<file path="src/rtl/axi_lite_regbank.sv">
// AXI4-Lite register bank: read/write control registers followed by read-only status registers,
// with per-register write/read strobes and optional self-clearing control registers.
module axi_lite_regbank #(
  parameter int                  DATA_WIDTH = 32,
  parameter int                  ADDR_WIDTH = 16,
  parameter int                  NUM_CTRL   = 8,
  parameter int                  NUM_STAT   = 8,
  parameter logic [NUM_CTRL-1:0] PULSE_MASK = '0,
  localparam int                 STAT_W     = (NUM_STAT > 0) ? NUM_STAT : 1,
  localparam int                 STRB_W     = DATA_WIDTH / 8
) (
  input  logic                           S_AXI_ACLK,
  input  logic                           S_AXI_ARESET,

  input  logic [ADDR_WIDTH-1:0]          S_AXI_AWADDR,
  input  logic [2:0]                     S_AXI_AWPROT,
  input  logic                           S_AXI_AWVALID,
  output logic                           S_AXI_AWREADY,

  input  logic [DATA_WIDTH-1:0]          S_AXI_WDATA,
  input  logic [STRB_W-1:0]              S_AXI_WSTRB,
  input  logic                           S_AXI_WVALID,
  output logic                           S_AXI_WREADY,

  output logic [1:0]                     S_AXI_BRESP,
  output logic                           S_AXI_BVALID,
  input  logic                           S_AXI_BREADY,

  input  logic [ADDR_WIDTH-1:0]          S_AXI_ARADDR,
  input  logic [2:0]                     S_AXI_ARPROT,
  input  logic                           S_AXI_ARVALID,
  output logic                           S_AXI_ARREADY,

  output logic [DATA_WIDTH-1:0]          S_AXI_RDATA,
  output logic [1:0]                     S_AXI_RRESP,
  output logic                           S_AXI_RVALID,
  input  logic                           S_AXI_RREADY,

  output logic [NUM_CTRL*DATA_WIDTH-1:0] ctrl_out,
  input  logic [STAT_W*DATA_WIDTH-1:0]   stat_in,
  output logic [NUM_CTRL-1:0]            wr_pulse,
  output logic [STAT_W-1:0]              rd_pulse
);

  localparam int         ADDR_LSB    = $clog2(STRB_W);
  localparam int         IDX_W       = ADDR_WIDTH - ADDR_LSB;
  localparam logic [1:0] RESP_OKAY   = 2'b00;
  localparam logic [1:0] RESP_SLVERR = 2'b10;

  logic                  r_live;
  logic                  r_awHeld;
  logic [ADDR_WIDTH-1:0] r_awAddr;
  logic                  r_wHeld;
  logic [DATA_WIDTH-1:0] r_wData;
  logic [STRB_W-1:0]     r_wStrb;
  logic                  r_bValid;
  logic [1:0]            r_bResp;
  logic                  r_rValid;
  logic [DATA_WIDTH-1:0] r_rData;
  logic [1:0]            r_rResp;
  logic [NUM_CTRL-1:0]   r_wrPulse;
  logic [DATA_WIDTH-1:0] r_ctrl [NUM_CTRL];

  logic                  w_awHs;
  logic                  w_wHs;
  logic                  w_bHs;
  logic                  w_arHs;
  logic                  w_rHs;
  logic                  w_commit;
  logic [IDX_W-1:0]      w_awIdx;
  logic [IDX_W-1:0]      w_arIdx;
  logic                  w_awIsCtrl;
  logic                  w_arIsCtrl;
  logic                  w_arIsStat;
  logic [NUM_CTRL-1:0]   w_wrSel;
  logic [STAT_W-1:0]     w_rdSel;
  logic [DATA_WIDTH-1:0] w_wMask;
  logic [DATA_WIDTH-1:0] w_rdData;
  logic                  w_unused;

  // r_live keeps every READY low while reset is sampled and for the edge that releases it.
  assign S_AXI_AWREADY = r_live & ~r_awHeld;
  assign S_AXI_WREADY  = r_live & ~r_wHeld;
  assign S_AXI_ARREADY = r_live & ~r_rValid;
  assign S_AXI_BVALID  = r_bValid;
  assign S_AXI_BRESP   = r_bResp;
  assign S_AXI_RVALID  = r_rValid;
  assign S_AXI_RDATA   = r_rData;
  assign S_AXI_RRESP   = r_rResp;
  assign wr_pulse      = r_wrPulse;

  assign w_awHs   = S_AXI_AWVALID & S_AXI_AWREADY;
  assign w_wHs    = S_AXI_WVALID & S_AXI_WREADY;
  assign w_bHs    = r_bValid & S_AXI_BREADY;
  assign w_arHs   = S_AXI_ARVALID & S_AXI_ARREADY;
  assign w_rHs    = r_rValid & S_AXI_RREADY;
  assign w_commit = r_awHeld & r_wHeld & ~r_bValid;

  assign w_awIdx    = r_awAddr[ADDR_WIDTH-1:ADDR_LSB];
  assign w_arIdx    = S_AXI_ARADDR[ADDR_WIDTH-1:ADDR_LSB];
  assign w_awIsCtrl = 32'(w_awIdx) < 32'(NUM_CTRL);
  assign w_arIsCtrl = 32'(w_arIdx) < 32'(NUM_CTRL);
  assign w_arIsStat = !w_arIsCtrl && (32'(w_arIdx) < 32'(NUM_CTRL + NUM_STAT));

  assign rd_pulse = w_arHs ? w_rdSel : '0;
  assign w_unused = ^{S_AXI_AWPROT, S_AXI_ARPROT, r_awAddr[ADDR_LSB-1:0], S_AXI_ARADDR[ADDR_LSB-1:0]};

  always_comb begin
    w_wrSel = '0;
    for (int i = 0; i < NUM_CTRL; i++) begin
      if (w_awIsCtrl && (32'(w_awIdx) == 32'(i))) w_wrSel[i] = 1'b1;
    end
  end

  always_comb begin
    w_wMask = '0;
    for (int b = 0; b < STRB_W; b++) begin
      w_wMask[b*8 +: 8] = {8{r_wStrb[b]}};
    end
  end

  // Status select is one-hot; unmapped addresses fall through to zero data.
  always_comb begin
    w_rdSel  = '0;
    w_rdData = '0;
    for (int i = 0; i < NUM_CTRL; i++) begin
      if (w_arIsCtrl && (32'(w_arIdx) == 32'(i))) w_rdData = r_ctrl[i];
    end
    for (int j = 0; j < NUM_STAT; j++) begin
      if (32'(w_arIdx) == 32'(NUM_CTRL + j)) begin
        w_rdSel[j] = 1'b1;
        w_rdData   = stat_in[j*DATA_WIDTH +: DATA_WIDTH];
      end
    end
  end

  always_comb begin
    ctrl_out = '0;
    for (int i = 0; i < NUM_CTRL; i++) begin
      ctrl_out[i*DATA_WIDTH +: DATA_WIDTH] = r_ctrl[i];
    end
  end

  always_ff @(posedge S_AXI_ACLK) begin
    if (S_AXI_ARESET) begin
      r_live    <= 1'b0;
      r_awHeld  <= 1'b0;
      r_awAddr  <= '0;
      r_wHeld   <= 1'b0;
      r_wData   <= '0;
      r_wStrb   <= '0;
      r_bValid  <= 1'b0;
      r_bResp   <= RESP_OKAY;
      r_wrPulse <= '0;
    end else begin
      r_live    <= 1'b1;
      r_wrPulse <= w_commit ? w_wrSel : '0;
      if (w_bHs) begin
        r_awHeld <= 1'b0;
        r_awAddr <= '0;
        r_wHeld  <= 1'b0;
        r_wData  <= '0;
        r_wStrb  <= '0;
      end else begin
        if (w_awHs) begin
          r_awHeld <= 1'b1;
          r_awAddr <= S_AXI_AWADDR;
        end
        if (w_wHs) begin
          r_wHeld <= 1'b1;
          r_wData <= S_AXI_WDATA;
          r_wStrb <= S_AXI_WSTRB;
        end
      end
      if (w_commit) begin
        r_bValid <= 1'b1;
        r_bResp  <= w_awIsCtrl ? RESP_OKAY : RESP_SLVERR;
      end else if (w_bHs) begin
        r_bValid <= 1'b0;
      end
    end
  end

  // Self-clearing registers fall back to zero on every edge that is not their own commit.
  always_ff @(posedge S_AXI_ACLK) begin
    for (int i = 0; i < NUM_CTRL; i++) begin
      if (S_AXI_ARESET) begin
        r_ctrl[i] <= '0;
      end else if (w_commit && w_wrSel[i]) begin
        r_ctrl[i] <= (r_ctrl[i] & ~w_wMask) | (r_wData & w_wMask);
      end else if (PULSE_MASK[i]) begin
        r_ctrl[i] <= '0;
      end
    end
  end

  always_ff @(posedge S_AXI_ACLK) begin
    if (S_AXI_ARESET) begin
      r_rValid <= 1'b0;
      r_rData  <= '0;
      r_rResp  <= RESP_OKAY;
    end else if (w_arHs) begin
      r_rValid <= 1'b1;
      r_rData  <= w_rdData;
      r_rResp  <= (w_arIsCtrl || w_arIsStat) ? RESP_OKAY : RESP_SLVERR;
    end else if (w_rHs) begin
      r_rValid <= 1'b0;
    end
  end

endmodule

</file>
<file path="config.mk">
export PLATFORM = sky130hd
export DESIGN_NAME = axi_lite_regbank
export DESIGN_NICKNAME = d
export VERILOG_FILES = /design/src/rtl/axi_lite_regbank.sv
export SDC_FILE = /design/constraint.sdc
export NUM_CORES = 1
export LEC_CHECK = 0
export ABC_CLOCK_PERIOD_IN_PS = 3500
export CAP_MARGIN = 20
export CELL_PAD_IN_SITES_DETAIL_PLACEMENT = 1
export CELL_PAD_IN_SITES_GLOBAL_PLACEMENT = 2
export CORE_MARGIN = 4
export CORE_UTILIZATION = 25
export DETAILED_ROUTE_END_ITERATION = 6
export PLACE_DENSITY = 0.82
export SYNTH_ARGS = -nofsm -noshare
export SYNTH_HDL_FRONTEND = slang
export SYNTH_SLANG_ARGS = --single-unit
export TNS_END_PERCENT = 100
</file>
<file path="constraint.sdc">
create_clock -name S_AXI_ACLK -period 3.5 [get_ports S_AXI_ACLK]
set_input_delay 0.35 -clock S_AXI_ACLK [delete_from_list [all_inputs] [get_ports S_AXI_ACLK]]
set_output_delay 0.35 -clock S_AXI_ACLK [all_outputs]
set_load 0.05 [all_outputs]
</file>
==> metrics, run 1 <==
area of the core=0.0775 mm^2; final setup vio count=0; Area growth, synth to finish=50.3%; worst relative slew slack=0.134; Cell Chain, Critical Path=clkdlybuf4s50_1 > or4_1 > nor4_2 > buf_4 > nand2_1 > nor2_1 > buf_12; WL final=130 mm; worst hold slack=0.306 ns; crit-path max cell delay=0.79 ns; top cell type's share of synthesized area=0.394; EDFF count, synth=256; Finished Layout Cells=3798; GRT Overall Usage=0.300; post-route ant nets=0; synthesis-stage register bit count=353; grt peak-use layer=met2; vias in the first global route=21621; Via-to-Cell Ratio=5.55; sequential share of the synthesized area=0.493; Clock H-tree levels=2; r2r setup slk=0.62 ns; Clock transition at path regs=0.06 ns; layout cell share with drive strength beyond 1=0.112; synth top area cells=edfxtp_1 39%, a21oi_1 10%, dfxtp_1 9.9%; Setup Skew=0.0140 ns; Hold Path Sink=r_wStrb[1]; Synth Warn #=0; Fin Setup TNS=0 ns; routability cong.=0.929; path type of the worst min-delay path=in -> reg; Routed WL per cell=34.2 um; Async S/R FF share, synth=0; final hold violations=0; Die ar.=0.0827 mm^2; Port Buffers=637; floorplan row count=102; FF-to-FF path depth=7; clk_lat worst skew=0.59 ns; startpoint types=primary input; postcts setup bufs=0; Slowest cell on crit path=or4_1; # IOs=650; clk root buf=clkbuf_16; combinational group share of total power=0.180; number of max-cap violations=0; syn_area_per_cell=9.51 um^2; Worst setup EP type=output pin; height of the die=288 um; power density cells=400 mW/mm^2; Hold Path Depth=3; RSZ-0062 raised after global routing=false; hold path startpoint=S_AXI_WSTRB[1]; grt total ovfl=0; NetSw=3.47 mW; via count=21076; Synth Cell Area=0.0195 mm^2; largest net degree at the start of global routing=57; crit share post-route=0.895; Crit path required time=3.15 ns; Num Clock Sinks=353; Max Buffers Root-to-Sink=3; M1 GR Usage=0.366; Most used DFF post-synth=edfxtp_1; Flop pwr share=0.408; Final min period=3.13 ns; Final HPWL DP=101 mm; CTS tree=done; initial antenna violation count=22; Initial Util=0.252; DR DRC count=0; Internal Power=8.29 mW; cell taking the most area after synthesis=edfxtp_1; CP Class=in -> out; VDD IR max=0.000348 V; synth unique cells=82; status=completed; Placed Cells=3693; Gates resized, CTS repair=0; Net Sw Frac=0.295; DRT Pass-1 Iters=6; leakage power=10.1 nW; first-pass GRT wire length=176 mm; post-synthesis instance total=2054; Clk pwr share=0.412; launching point of the worst reg2reg path=r_awAddr[13]; CP arrival=2.78 ns; DIE WIDTH=288 um; Highest Clock Rate=319 MHz; nets=3036; initial DRC count=2087; Pins Over Slew Limit=0; CTS hold repair buffers=0; Slew @ Worst Pin=1.27 ns; worst reg2reg endpoint=r_ctrl[0][29]; routing usage on met2=0.494; crit path max fanout=11; GR Util met3=0.0865; Num CTS Buffers=44
-- registers in the layout (all words and copies together) (netlist names), 4 cells and up --
name / cells
S_AXI_RDATA: 32
r_ctrl: 256
r_awAddr: 14
wr_pulse: 8
r_wStrb: 4
r_wData: 32
-- Yosys cell counts, drive strengths merged (11+ instances only) --
library cell and count:
o21ai 87, nor2 83, nand2 210, a211oi 21, a22oi 21, mux2i 28, inv 14, buf 51
nand4 14, o211ai 15, clkbuf 121, mux4 18, o221ai 18, a221oi 13, a21oi 394, nand3 30
a31oi 14, o22ai 52, nand2b 266, nor2b 11, nor3 36, nor4 19, edfxtp 256, dfxtp 97
mux2 15
-- cell usage in the layout (no fill, tap or decap), types with 27 or more instances in the layout --
master	instances
nor3_1	34
o21ai_0	81
nor2_1	80
a21oi_1	394
o22ai_1	52
nand2_1	201
nand3_1	27
clkdlybuf4s50_1	625
edfxtp_1	256
nand2b_1	266
clkbuf_16	45
dfxtp_1	93
mux2i_1	28
buf_4	123
-- per-layer routing --
metal / vias to the layer above / wire length, um
met5: - / 12
met4: 2 / 5840
met3: 241 / 13300
met2: 1191 / 61300
met1: 10642 / 49400
li1: 9000 / -
-- power by group through the flow --
stage	Sequential, mW	Clock, mW	Combinational [mW]
2_1_floorplan	5.22	0	0.591
3_3_place_gp	4.88	0	2.09
3_5_place_dp	4.89	0	2.09
4_1_cts	4.80	4.91	2.11
5_1_grt	4.82	5.08	2.18
6_report	4.80	4.84	2.11
-- stage by stage --
stage	setup slack (ns)	total power [mW]	area (um^2)	utilization
global route	0.311	12.1	29300	0.379
detailed placement	0.234	6.98	27800	0.359
global placement	0.217	6.96	27800	0.359
finish	0.367	11.8	29400	0.379
CTS	0.378	11.8	29300	0.378
floorplan	0.482	5.81	19500	-
-- cell families (layout without fill, tap and decap cells) --
group / count (synthesis) / in the layout / share of synthesized area
AO/OA/AOI/OAI: 737 / 737 / 0.227
AND/OR/NAND/NOR: 715 / 715 / 0.196
flip-flops: 353 / 353 / 0.493
buffers and inverters: 187 / 867 / 0.0403
multiplexers: 61 / 61 / 0.0437
other: 1 / 25 / 0.000192
-- layout make-up --
cell class                 instances  area, um^2
timing repair buffer             770        7580
antenna                           23        57.6
clock buffer                      64        1320
sequential                       353        9630
clock inverter                    18         196
tap                             1040        1300
inverter                          15        56.3
multi-input combinational       1515        9210
fill                            8859       48100
-- critical path: cells and delay by family --
| kind | cells | cell delay [ns] |
|---|---|---|
| AND/OR/NAND/NOR | 4 | 1.45 |
| buffers and inverters | 3 | 0.97 |
-- worst max-delay path by stage --
stage                startpoint              end  slack (ns)  depth (start not counted)
2_1_floorplan      S_AXI_BVALID   r_ctrl[1][100]        0.48                          4
4_1_cts        S_AXI_ARADDR[13]      rd_pulse[7]        0.38                          7
3_3_place_gp   S_AXI_ARADDR[13]   S_AXI_RDATA[9]        0.22                         10
3_5_place_dp   S_AXI_ARADDR[13]  S_AXI_RDATA[20]        0.23                          8
5_1_grt        S_AXI_ARADDR[15]      rd_pulse[7]        0.31                          7
6_report       S_AXI_ARADDR[13]      rd_pulse[7]        0.37                          7
No activity file was read; power rests on OpenSTA's default activity.
==> inputs of run 2 (changes only) <==
Settings changed: CAP_MARGIN 20 to not set, GPL_TIMING_DRIVEN set to 0.
==> run 2 against run 1 <==
Fmax fell by 15%. Clock power fell by 6.6%. Sequential cell count did not move. Clock skew rose by 0.017 ns. Critical endpoint is now S_AXI_RDATA[0]. Count of clock-buffer cells in the layout fell by 1. Critical path depth rose by 3. The flow now finishes with violations (negative setup slack).
==> metrics, run 2 (synthesis gave the netlist of run 1 again) <==
Multi-input gate area=0.00926 mm^2; crit path max fanout=10; Slew @ Worst Pin=1.37 ns; Crit path required time=3.97 ns; Clock H-tree levels=2; Area growth, synth to finish=49.0%; DR DRC count=0; Fillers=8797; clk_lat worst skew=0.60 ns; grt total ovfl=0; CTS hold repair buffers=0; Initial Util=0.252; CTS tree=done; initial DRC count=2698; worst relative slew slack=0.0871; Register Area=0.00963 mm^2; Die ar.=0.0827 mm^2; final hold violations=0; CP arrival=4.16 ns; DIE WIDTH=288 um; DRT Pass-1 Iters=6; launching point of the worst reg2reg path=r_live; Hold Path Sink=r_wData[17]; height of the die=288 um; Max Buffers Root-to-Sink=3; WL final=146 mm; Top reg by flops=r_ctrl; Via-to-Cell Ratio=5.79; Hold Path Depth=3; vias in the first global route=22400; worst setup margin=-0.194 ns; failing checks=negative setup slack; GRT Overall Usage=0.337; Highest Clock Rate=271 MHz; RSZ-0062 raised after global routing=true; CP startpoint=S_AXI_ARADDR[2]; final setup vio count=6; layout cell share with drive strength beyond 1=0.0871; Final min period=3.69 ns; Clock transition at path regs=0.06 ns; max reg flops=256; r2r setup slk=0.28 ns; worst reg2reg endpoint=S_AXI_RDATA[17]; first-pass GRT wire length=193 mm; startpoint types=primary input; floorplan row count=102; status=finished, violations left; CP Class=in -> reg; largest net degree at the start of global routing=31; Finished Layout Cells=3847; commonest non-fill, non-tap cell in the layout=clkdlybuf4s50_1; most frequent cells in the layout=628 x clkdlybuf4s50_1, 394 x a21oi_1, 266 x nand2b_1; power density cells=397 mW/mm^2; Num Clock Sinks=353; Port Buffers=636; hold path startpoint=S_AXI_WDATA[17]; Routed WL per cell=38.1 um; path type of the worst min-delay path=in -> reg; Setup Skew=0.0312 ns; post-route ant nets=0; Finished Core Util=0.376; Num CTS Buffers=43; nets=3093; via count=22277; Final HPWL DP=116 mm; crit share post-route=1.06; # IOs=650; Worst setup EP type=register; number of max-cap violations=0; clk root buf=clkbuf_16; Placed Cells=3742; VDD IR max=0.000319 V; routability cong.=0.946; leakage power=9.84 nW; area of the core=0.0775 mm^2; Pins Over Slew Limit=0; initial antenna violation count=14; FF-to-FF path depth=7
-- run 2: cell types whose count changed in the layout (fill, tap and decap cells not counted), sizes merged, moves of 2 or more --
cell           change
diode              -7
bufinv             -2
buf               -77
dlygate4sd2        +2
clkdlybuf4s50      +3
clkbuf           +122
clkdlybuf4s15      +6
-- run 2: area by class of cell --
cell class / count / area share
inverter: 15 / 0.00193
buffer: 169 / 0.0266
multi-input combinational: 1515 / 0.318
antenna: 16 / 0.00138
tap: 1040 / 0.0447
timing repair buffer: 659 / 0.230
clock buffer: 63 / 0.0419
clock inverter: 17 / 0.00516
sequential: 353 / 0.331
-- run 2: power breakdown --
part / switching [mW] / internal [mW]
combinational: 1.44 / 0.816
sequential: 0.168 / 4.62
clock: 2.00 / 2.52
total: 3.61 / 7.96
-- run 2: critical path: stages --
cell and delay, ns:
clkdlybuf4s50_1 0.59, buf_2 0.26, buf_2 0.48, buf_2 0.65, clkbuf_2 0.53, a21oi_1 0.17, o211ai_1 0.44, o21ai_1 0.23
o2111ai_1 0.30, a21oi_1 0.14
-- run 2: how the worst max path moves through the flow --
stage                                 end  slack [ns]  cells after the start
after floorplan            r_ctrl[1][100]        0.48                      4
after global placement    S_AXI_RDATA[13]       -1.46                      8
after detailed placement      rd_pulse[7]       -1.08                      9
after CTS                     rd_pulse[0]       -0.02                      8
after global routing       S_AXI_RDATA[0]       -0.19                     10
final                      S_AXI_RDATA[0]       -0.19                     10
-- run 2: routing by layer --
layer	global-route usage	routed length [um]	part of all wire
met1	0.379	51100	0.35
met2	0.558	67900	0.46
met5	0	14	0.000096
met3	0.122	17600	0.12
met4	0.181	9790	0.067
-- run 2: metrics by stage --
stage	setup slack [ns]	total power, mW	hold slack (ns)	setup TNS (ns)	area [um^2]
after floorplan	0.482	5.81	0.436	0	19500
after global placement	-1.46	7.03	0.444	-186.12	27200
after detailed placement	-1.08	7.07	0.447	-32.21	27500
after CTS	-0.0188	11.5	0.280	-0.0239	29000
after global routing	-0.185	11.8	0.292	-0.185	29100
final	-0.194	11.6	0.303	-0.409	29100
-- run 2: repair_timing --
item	4_1_cts	5_1_grt
gates resized for setup	49	25
setup buffers	12	0
setup endpoints to repair	32	16
pin swaps	7	0
==> inputs of run 3 (changes only) <==
Settings changed: GPL_TIMING_DRIVEN 0 to not set, SLEW_MARGIN set to 20, TNS_END_PERCENT 100 to not set.
==> results of run 3 <==
No change in the layout: final DEF, timing and power equal those of run 1.
